### config.mk
export PLATFORM = sky130hd
export DESIGN_NAME = shift_arbiter_flat
export DESIGN_NICKNAME = d
export VERILOG_FILES = /design/src/rtl/shift_arbiter_if.sv /design/src/rtl/shift_arbiter.sv /design/src/flat_wrapper.sv
export SDC_FILE = /design/constraint.sdc
export NUM_CORES = 1
export LEC_CHECK = 0
export BUFFER_PORTS_ARGS = -buffer_cell sky130_fd_sc_hd__buf_2
export CORE_ASPECT_RATIO = 0.7
export CORE_MARGIN = 5
export CORE_UTILIZATION = 30
export CTS_BUF_LIST = sky130_fd_sc_hd__clkbuf_8
export CTS_CLUSTER_DIAMETER = 60
export DETAILED_ROUTE_END_ITERATION = 8
export GPL_ROUTABILITY_DRIVEN = 0
export GPL_TIMING_DRIVEN = 0
export PLACE_DENSITY_LB_ADDON = 0.08
export SLEW_MARGIN = 20
export SYNTH_ARGS = -nofsm -noshare
export SYNTH_HDL_FRONTEND = slang
export SYNTH_SLANG_ARGS = --single-unit
### constraint.sdc
create_clock -name clk -period 3 [get_ports clk]
set_input_delay 0.15 -clock clk [delete_from_list [all_inputs] [get_ports clk]]
set_output_delay 0.15 -clock clk [all_outputs]
set_load 0.02 [all_outputs]
### src/rtl/shift_arbiter_if.sv
`default_nettype none
// ============================================================================
// Module      : shift_arbiter_if
// Description : Request/response bundle between two requesters and the
//               shared shift/rotate unit (shift_arbiter).
//               slave  modport - seen by shift_arbiter
//               master modport - seen by the requesters (or a bench)
//               Port 0 and port 1 each carry:
//                 reqX_valid/reqX_ready  request handshake
//                 reqX_in/reqX_cnt/reqX_op operand, count, opcode
//                 respX_valid/respX_ready response handshake
//                 respX_out               result
//               busy: arbiter is holding a result (not IDLE)
// Revision    : 1.0 - initial release
// ============================================================================
interface shift_arbiter_if #(
  parameter int N = 16,
  parameter int C = 4
);

  logic         req0_valid;
  logic         req0_ready;
  logic [N-1:0] req0_in;
  logic [C-1:0] req0_cnt;
  logic [1:0]   req0_op;

  logic         req1_valid;
  logic         req1_ready;
  logic [N-1:0] req1_in;
  logic [C-1:0] req1_cnt;
  logic [1:0]   req1_op;

  logic         resp0_valid;
  logic         resp0_ready;
  logic [N-1:0] resp0_out;

  logic         resp1_valid;
  logic         resp1_ready;
  logic [N-1:0] resp1_out;

  logic         busy;

  modport slave (
    input  req0_valid, req0_in, req0_cnt, req0_op,
    output req0_ready,
    input  req1_valid, req1_in, req1_cnt, req1_op,
    output req1_ready,
    output resp0_valid, resp0_out,
    input  resp0_ready,
    output resp1_valid, resp1_out,
    input  resp1_ready,
    output busy
  );

  modport master (
    output req0_valid, req0_in, req0_cnt, req0_op,
    input  req0_ready,
    output req1_valid, req1_in, req1_cnt, req1_op,
    input  req1_ready,
    input  resp0_valid, resp0_out,
    output resp0_ready,
    input  resp1_valid, resp1_out,
    output resp1_ready,
    input  busy
  );

endinterface : shift_arbiter_if
`default_nettype wire

### src/rtl/shift_arbiter.sv
`default_nettype none
// ============================================================================
// Module      : shift_arbiter
// Description : Shares one 16-bit shift/rotate unit between two requesters.
//               One operation in flight at a time; the result is registered
//               and held until the owning requester takes it.
//               Ports:
//                 clk  - system clock, rising edge
//                 rst  - synchronous active-high reset
//                 bus  - shift_arbiter_if.slave (request/response channels,
//                        busy)
//               Opcodes: 00 ROL, 01 SLL, 10 ROR, 11 SRL; count 0..15.
//               Build option:
//                 SHIFT_ARB_RR_EN defined   -> round-robin on contention
//                 SHIFT_ARB_RR_EN undefined -> port 0 fixed priority
// Revision    : 1.0 - initial release
// ============================================================================
module shift_arbiter #(
  parameter int N = 16,  // data width, only 16 is supported
  parameter int C = 4    // shift count width, log2(N)
) (
  input  wire             clk,
  input  wire             rst,
  shift_arbiter_if.slave  bus
);

  typedef enum logic [0:0] {
    IDLE = 1'b0,
    RESP = 1'b1
  } state_t;

  // --------------------------------------------------------------------------
  // State
  // --------------------------------------------------------------------------
  state_t       state_q,      state_d;
  logic [N-1:0] result_q,     result_d;
  logic         owner_q,      owner_d;       // 0: port 0 owns the result
  logic         last_grant_q, last_grant_d;  // port granted most recently

  // --------------------------------------------------------------------------
  // Combinational signals
  // --------------------------------------------------------------------------
  logic         grant0;
  logic         grant1;
  logic         accept;
  logic [N-1:0] sel_in;
  logic [C-1:0] sel_cnt;
  logic [1:0]   sel_op;
  logic [N-1:0] shift_result;
  logic         owner_resp_ready;

  logic         req0_ready;
  logic         req1_ready;
  logic         resp0_valid;
  logic         resp1_valid;

  // --------------------------------------------------------------------------
  // Shift/rotate unit. Rotates are done on a doubled operand so that a count
  // of zero needs no special case: the wanted half is the operand itself.
  // --------------------------------------------------------------------------
  function automatic logic [N-1:0] shift_op(
    input logic [N-1:0] x,
    input logic [C-1:0] cnt,
    input logic [1:0]   op
  );
    logic [2*N-1:0] dbl;
    logic [N-1:0]   res;
    dbl = {x, x};
    case (op)
      2'b00: begin  // ROL: upper half of doubled operand after left shift
        dbl = dbl << cnt;
        res = dbl[2*N-1:N];
      end
      2'b01: res = x << cnt;  // SLL, zero fill at LSB
      2'b10: begin  // ROR: lower half of doubled operand after right shift
        dbl = dbl >> cnt;
        res = dbl[N-1:0];
      end
      default: res = x >> cnt;  // SRL, zero fill at MSB
    endcase
    return res;
  endfunction

  // --------------------------------------------------------------------------
  // Arbitration. Grants are only meaningful in IDLE; ready is gated there.
  // --------------------------------------------------------------------------
  always_comb begin
    grant0 = 1'b0;
    grant1 = 1'b0;
`ifdef SHIFT_ARB_RR_EN
    if (bus.req0_valid && bus.req1_valid) begin
      // contention: favour the port that did not win last time
      grant0 = last_grant_q;
      grant1 = ~last_grant_q;
    end else begin
      grant0 = bus.req0_valid;
      grant1 = bus.req1_valid;
    end
`else
    // fixed priority; last_grant is tracked but does not steer the grant
    grant0 = bus.req0_valid;
    grant1 = bus.req1_valid & ~bus.req0_valid;
`endif
  end

  // Operand mux feeds the single shifter instance.
  always_comb begin
    sel_in  = grant1 ? bus.req1_in  : bus.req0_in;
    sel_cnt = grant1 ? bus.req1_cnt : bus.req0_cnt;
    sel_op  = grant1 ? bus.req1_op  : bus.req0_op;
  end

  assign shift_result     = shift_op(sel_in, sel_cnt, sel_op);
  assign accept           = (state_q == IDLE) && (grant0 || grant1);
  assign owner_resp_ready = owner_q ? bus.resp1_ready : bus.resp0_ready;

  // --------------------------------------------------------------------------
  // Next-state and output logic
  // --------------------------------------------------------------------------
  always_comb begin
    state_d      = state_q;
    result_d     = result_q;
    owner_d      = owner_q;
    last_grant_d = last_grant_q;
    req0_ready   = 1'b0;
    req1_ready   = 1'b0;
    resp0_valid  = 1'b0;
    resp1_valid  = 1'b0;

    case (state_q)
      IDLE: begin
        req0_ready = grant0;
        req1_ready = grant1;
        if (accept) begin
          result_d     = shift_result;
          owner_d      = grant1;
          last_grant_d = grant1;
          state_d      = RESP;
        end
      end
      RESP: begin
        // only the owner sees valid; the other port's resp_ready is ignored
        resp0_valid = ~owner_q;
        resp1_valid = owner_q;
        if (owner_resp_ready) begin
          state_d = IDLE;
        end
      end
      default: state_d = IDLE;
    endcase
  end

  // --------------------------------------------------------------------------
  // Registers
  // --------------------------------------------------------------------------
  always_ff @(posedge clk) begin
    if (rst) begin
      state_q      <= IDLE;
      result_q     <= '0;
      owner_q      <= 1'b0;
      last_grant_q <= 1'b1;  // port 0 wins the first contention
    end else begin
      state_q      <= state_d;
      result_q     <= result_d;
      owner_q      <= owner_d;
      last_grant_q <= last_grant_d;
    end
  end

  // --------------------------------------------------------------------------
  // Port drive. Both result buses show the shared result register; each is
  // only meaningful while its own valid is high.
  // --------------------------------------------------------------------------
  assign bus.req0_ready  = req0_ready;
  assign bus.req1_ready  = req1_ready;
  assign bus.resp0_valid = resp0_valid;
  assign bus.resp1_valid = resp1_valid;
  assign bus.resp0_out   = result_q;
  assign bus.resp1_out   = result_q;
  assign bus.busy        = (state_q != IDLE);

endmodule : shift_arbiter
`default_nettype wire
### src/flat_wrapper.sv
// flat-port wrapper written by rule: the top's interface ports become plain ports
module shift_arbiter_flat 
#(
  parameter int N = 16,                                     
  parameter int C = 4                                 
)
  (clk, rst, bus_req0_valid, bus_req0_in, bus_req0_cnt, bus_req0_op, bus_req0_ready, bus_req1_valid, bus_req1_in, bus_req1_cnt, bus_req1_op, bus_req1_ready, bus_resp0_valid, bus_resp0_out, bus_resp0_ready, bus_resp1_valid, bus_resp1_out, bus_resp1_ready, bus_busy);
  shift_arbiter_if #(.N(N), .C(C)) bus_i ();
  input  wire clk;
  input  wire rst;
  input wire logic [$bits(bus_i.req0_valid)-1:0] bus_req0_valid;
  input wire logic [$bits(bus_i.req0_in)-1:0] bus_req0_in;
  input wire logic [$bits(bus_i.req0_cnt)-1:0] bus_req0_cnt;
  input wire logic [$bits(bus_i.req0_op)-1:0] bus_req0_op;
  output wire logic [$bits(bus_i.req0_ready)-1:0] bus_req0_ready;
  input wire logic [$bits(bus_i.req1_valid)-1:0] bus_req1_valid;
  input wire logic [$bits(bus_i.req1_in)-1:0] bus_req1_in;
  input wire logic [$bits(bus_i.req1_cnt)-1:0] bus_req1_cnt;
  input wire logic [$bits(bus_i.req1_op)-1:0] bus_req1_op;
  output wire logic [$bits(bus_i.req1_ready)-1:0] bus_req1_ready;
  output wire logic [$bits(bus_i.resp0_valid)-1:0] bus_resp0_valid;
  output wire logic [$bits(bus_i.resp0_out)-1:0] bus_resp0_out;
  input wire logic [$bits(bus_i.resp0_ready)-1:0] bus_resp0_ready;
  output wire logic [$bits(bus_i.resp1_valid)-1:0] bus_resp1_valid;
  output wire logic [$bits(bus_i.resp1_out)-1:0] bus_resp1_out;
  input wire logic [$bits(bus_i.resp1_ready)-1:0] bus_resp1_ready;
  output wire logic [$bits(bus_i.busy)-1:0] bus_busy;
  assign bus_i.req0_valid = bus_req0_valid;
  assign bus_i.req0_in = bus_req0_in;
  assign bus_i.req0_cnt = bus_req0_cnt;
  assign bus_i.req0_op = bus_req0_op;
  assign bus_req0_ready = bus_i.req0_ready;
  assign bus_i.req1_valid = bus_req1_valid;
  assign bus_i.req1_in = bus_req1_in;
  assign bus_i.req1_cnt = bus_req1_cnt;
  assign bus_i.req1_op = bus_req1_op;
  assign bus_req1_ready = bus_i.req1_ready;
  assign bus_resp0_valid = bus_i.resp0_valid;
  assign bus_resp0_out = bus_i.resp0_out;
  assign bus_i.resp0_ready = bus_resp0_ready;
  assign bus_resp1_valid = bus_i.resp1_valid;
  assign bus_resp1_out = bus_i.resp1_out;
  assign bus_i.resp1_ready = bus_resp1_ready;
  assign bus_busy = bus_i.busy;
  shift_arbiter #(.N(N), .C(C)) u_core (.clk(clk), .rst(rst), .bus(bus_i));
endmodule
# Yosys cells after proc, flatten, opt, wreduce, memory -nomap -nowiden
# Index checks and enable logic that the tools add are counted.
[op_classes]
eq_ne = 2
shifts = 4
n_mux = 12
bitwise = 4
n_reduce_logical = 4
[ops]
columns = ["cell", "count"]
rows = [
  ["$pmux W16 S3", 1],
  ["$shl A32 B4 Y32", 1],
  ["$shr A32 B4 Y16", 1],
  ["$mux W16", 1],
  ["$shl A16 B4 Y16", 1],
  ["$shr A16 B4 Y16", 1],
  ["$mux W1", 7],
  ["$mux W4", 1],
  ["$not A1 Y1", 3],
  ["$eq A2 B1 Y1 const B", 1],
  ["$eq A2 B2 Y1 const B", 1],
  ["$logic_not A2 Y1", 1],
  ["$mux W2", 1],
  ["$pmux W1 S2", 1],
  ["$reduce_and A2 Y1", 1],
  ["$and A1 B1 Y1", 1],
  ["$logic_and A1 B1 Y1", 1],
  ["$logic_or A1 B1 Y1", 1],
]
[word_totals]
reg_bits = 18
inputBits = 50
output_inout_bits = 37
wordCells = 29

# Logic depth before layout (Yosys ltp)
[logic_depth]
ltp_word = 6
mapped_depth = 11
ltp_nobuf = 7

# Worst setup path after synthesis
# No wires, ideal clock.
[synth_timing]
kind = "in2reg"
start = "in bus_req0_valid"
end = "reg u_core.result_q[5], in the netlist u_core.bus.resp0_out[5]"
arrival_ps = 1862
required_ps = 2880
path_slack_ps = 1018
cell_stages = 10
n_path_buf = 3
cell_sequence = "buf_6 > nand2b_4 > buf_6 > buf_2 > a31o_2 > a21oi_1 > nand2_1 > a32o_1 > o211a_1 > o31a_1"
[synth_between]
elab_chain_len = 5
[synth_lines]
columns = ["element", "line_no", "rtl"]
rows = [
  ["from (decl)", "flat_wrapper.sv:11", "input wire logic [$bits(bus_i.req0_valid)-1:0] bus_req0_valid;"],
  ["$not A1 Y1", "shift_arbiter.sv:102", "grant1 = bus.req1_valid & ~bus.req0_valid;"],
  ["$and A1 B1 Y1", "shift_arbiter.sv:102", ""],
  ["$mux W16 (tied with other cells)", "shift_arbiter.sv:108", "sel_in = grant1 ? bus.req1_in : bus.req0_in;"],
  ["$shr A16 B4 Y16 (tied with other cells)", "shift_arbiter.sv:79", "default: res = x >> cnt;"],
  ["$pmux W16 S3 / $reduce_and A2 Y1 (equally long branches)", "n/a", ""],
  ["to (signal assigned)", "shift_arbiter.sv:164", "result_q <= result_d;"],
  ["to (decl)", "shift_arbiter.sv:36", "logic [N-1:0] result_q, result_d;"],
]
# Parallel ways exist; a longest one is shown, timed or not.
# A chain may end at the register's enable or synchronous reset.

# Worst setup path in the final report
[layout_timing]
start = "in bus_req1_valid"
end = "reg u_core.result_q[0], in the netlist u_core.bus.resp0_out[0]"
[layout_between]
elab_chain_len = 4
[layout_lines]
columns = ["element", "line_no", "rtl"]
rows = [
  ["from (decl)", "flat_wrapper.sv:16", "input wire logic [$bits(bus_i.req1_valid)-1:0] bus_req1_valid;"],
  ["$and A1 B1 Y1 (*)", "shift_arbiter.sv:102", ""],
  ["$mux W16 (tied with other cells)", "shift_arbiter.sv:108", ""],
  ["$shr A16 B4 Y16 (tied with other cells)", "shift_arbiter.sv:79", ""],
  ["$pmux W16 S3 / $reduce_and A2 Y1 (equally long branches)", "n/a", ""],
]
# Every way passes the cells marked *; elsewhere a longest branch is shown, timed or not.

==> impl_metrics.json <==
{
  "vias": 3840,
  "cts_resized": 0,
  "ioPinCount": 87,
  "finalPower_mw": 1.31,
  "synth_edf_count": 0,
  "dieArea_sq_um": 12200,
  "antenna_found_initial": 0,
  "grt.busiest_layer": "met1",
  "grt_pass1_vias": 3436,
  "clock_skew_ns": 0.00101,
  "initial_core_util_pct": 31.0,
  "htreeDepth": 1,
  "peakVddDrop_uv": 156,
  "synth_flop_cell": "dfxtp_1",
  "core_area_sq_um": 9760,
  "dp_slack_ns": 0.511,
  "hold_violations": 0,
  "synth_seq_cells": 18,
  "post_cts_buffers": 0,
  "dr.pass1.iters": 5,
  "crit_path_end_kind": "register",
  "drtIter0Drc": 374,
  "tns_ns": 0,
  "dieHeight_um": 94.1,
  "reg2regPathDepth": 4,
  "instances_no_fill": 641,
  "area_growth_pct": 21.0,
  "min_from": "bus_resp1_ready",
  "max_cap_violations": 0,
  "wl_per_cell_um": 19.5,
  "cts.clk_slew.worst_paths_ns": 0.07,
  "ys_warn_count": 0,
  "reg2reg_slack_ns": 1.24,
  "grt_setup_unrepaired": "false",
  "worstSetupPathType": "primary input to register",
  "r2r_end": "u_core.bus.resp0_out[7]",
  "drc": 0,
  "num_antenna_cells": 0,
  "min_period_ns": 2.36,
  "hold_buffers": 0,
  "slew_headroom_pct": 27.8,
  "synth.distinct_cells": 63,
  "cts_root_buf": "clkbuf_8",
  "fin_crit_sh_pct": 78.6,
  "via_per_inst": 5.99,
  "final_core_util_pct": 37.6,
  "hp-class": "primary input to register",
  "cts_tree": "done",
  "fmax_mhz": 424,
  "dp_cells": 637,
  "place_hpwl_mm": 10.4,
  "wirelength_mm": 12.5,
  "syn_area_per_cell_sq_um": 7.13,
  "hold_path_end": "u_core.bus.busy",
  "placed_area_sq_um": 3610,
  "final_cell_area_sq_um": 3660,
  "startpoint_type": "primary input",
  "power_density_nw_per_um2": 357,
  "syn-instance-count": 425,
  "numCtsBuffers": 3,
  "finalNetCount": 564,
  "crit_slowest_cell": "mux2i_1",
  "required_ns": 3.16,
  "grt_util_met1_pct": 31.3,
  "status": "finished, final reports clean",
  "synth_nets": 475,
  "power_leakage_nw": 1.65,
  "rows": 30,
  "drive_above_1_share_pct": 32.4,
  "die_w_um": 130,
  "finalMaxSlewViolations": 0,
  "critPathMaxStageDelay_ns": 0.80,
  "drtAntennaViolNets": 0,
  "seq_area_frac_synth_pct": 11.9,
  "grt_max_degree": 11,
  "setup_viol": 0,
  "whs_ns": 0.186,
  "worst-endpoint-arrival_ns": 2.52,
  "use_met3_pct": 3.69,
  "whs_path_depth": 3,
  "grt_overflow_total": 0,
  "critical_path.cell_chain": "buf_2, and2b_1, buf_6, mux2i_1, nand2_1, o22a_1, a311oi_1",
  "async_flop_share_pct": 0,
  "ctsLongestPathBuffers": 2,
  "path_max_fanout": 10,
  "use_met2_pct": 27.6,
  "reg2reg_from": "u_core.bus.busy",
  "grt_pass1_wl_mm": 19.1,
  "numPortBuffers": 84,
  "worst_slack_ns": 0.643,
  "cts_num_sinks": 18,
  "clk_latency_ns": 0.25,
  "tightest_slew_ns": 1.07,
  "syn_area_sq_um": 3030,
  "grt_usage_pct": 19.6
}
==> state kept, by name, indices dropped and copies added, names as in the netlist <==
| signal | cells |
|---|---|
| u_core.bus.busy | 1 |
| u_core.bus.resp0_out | 16 |
| u_core.owner_q | 1 |
==> area by class of cell <==
type / count / area [sq um]
Clock buffer: 4 / 55.1
Multi-Input combinational cell: 355 / 2320
Buffer: 49 / 340
Fill cell: 1099 / 6090
Inverter: 3 / 11.3
Sequential cell: 18 / 360
Tap cell: 128 / 160
Timing Repair Buffer: 84 / 420
==> placed cells by master, fill, tap and decap left out, types with 10 or more instances in the layout <==
| cell type | n |
|---|---|
| buf_2 | 92 |
| nand2_1 | 59 |
| nor2_1 | 56 |
| a21oi_1 | 25 |
| a22oi_1 | 24 |
| buf_4 | 19 |
| mux2i_1 | 19 |
| nor3_1 | 19 |
| a31o_2 | 18 |
| dfxtp_1 | 18 |
| clkbuf_1 | 12 |
| o21ai_0 | 12 |
| nor4bb_1 | 11 |
| buf_6 | 10 |
| o22ai_1 | 10 |
==> worst max-delay path: cells and delay by family <==
family	cells	cell delay, ns
multiplexers	1	0.80
AO/OA/AOI/OAI	2	0.59
buffers and inverters	2	0.37
AND/OR/NAND/NOR	2	0.61
==> Yosys cell counts (5+ instances only) <==
master / n / area (sq um)
a21oi_1: 25 / 125
a22oi_1: 24 / 180
a311oi_1: 6 / 52.6
a31o_2: 18 / 158
and2_1: 7 / 43.8
and4bb_2: 5 / 62.6
buf_2: 8 / 40.0
buf_4: 19 / 143
buf_6: 10 / 113
clkbuf_1: 12 / 45.0
dfxtp_1: 18 / 360
mux2i_1: 19 / 190
nand2_1: 59 / 221
nor2_1: 56 / 210
nor3_1: 19 / 95.1
nor4bb_1: 11 / 110
o21ai_0: 12 / 60.1
o21ai_1: 5 / 25.0
o22ai_1: 10 / 62.6
o31a_1: 8 / 70.1
==> cells by family (layout without fill, tap and decap cells) <==
logic type | count (synthesis) | count (layout) | synth area share (%)
AND/OR/NAND/NOR | 176 | 176 | 28.6
buffers and inverters | 52 | 140 | 11.6
flip-flops | 18 | 18 | 11.9
multiplexers | 26 | 26 | 10.3
AO/OA/AOI/OAI | 153 | 153 | 37.5
==> layer usage <==
metal / routed length (um) / vias to the layer above
li1: - / 1781
met1: 6150 / 1851
met2: 5110 / 201
met3: 1180 / 7
met4: 35 / 0
met5: 0 / -
==> worst max-delay path by stage <==
stage	from	end	slack, ns
after CTS	bus_req1_valid	u_core.bus.resp0_out[0]	0.77
after global placement	bus_req0_valid	u_core.bus.resp0_out[11]	0.51
after detailed placement	bus_req0_valid	u_core.bus.resp0_out[14]	0.51
final	bus_req1_valid	u_core.bus.resp0_out[0]	0.64
after floorplan	bus_req0_valid	u_core.bus.resp0_out[5]	1.02
after global routing	bus_req1_valid	u_core.bus.resp0_out[13]	0.59
==> power by group <==
part	switching [mW]	internal, mW
registers	0.0224	0.269
logic	0.499	0.317
clock network	0.0828	0.117
Power figures use the tool's default switching activity.
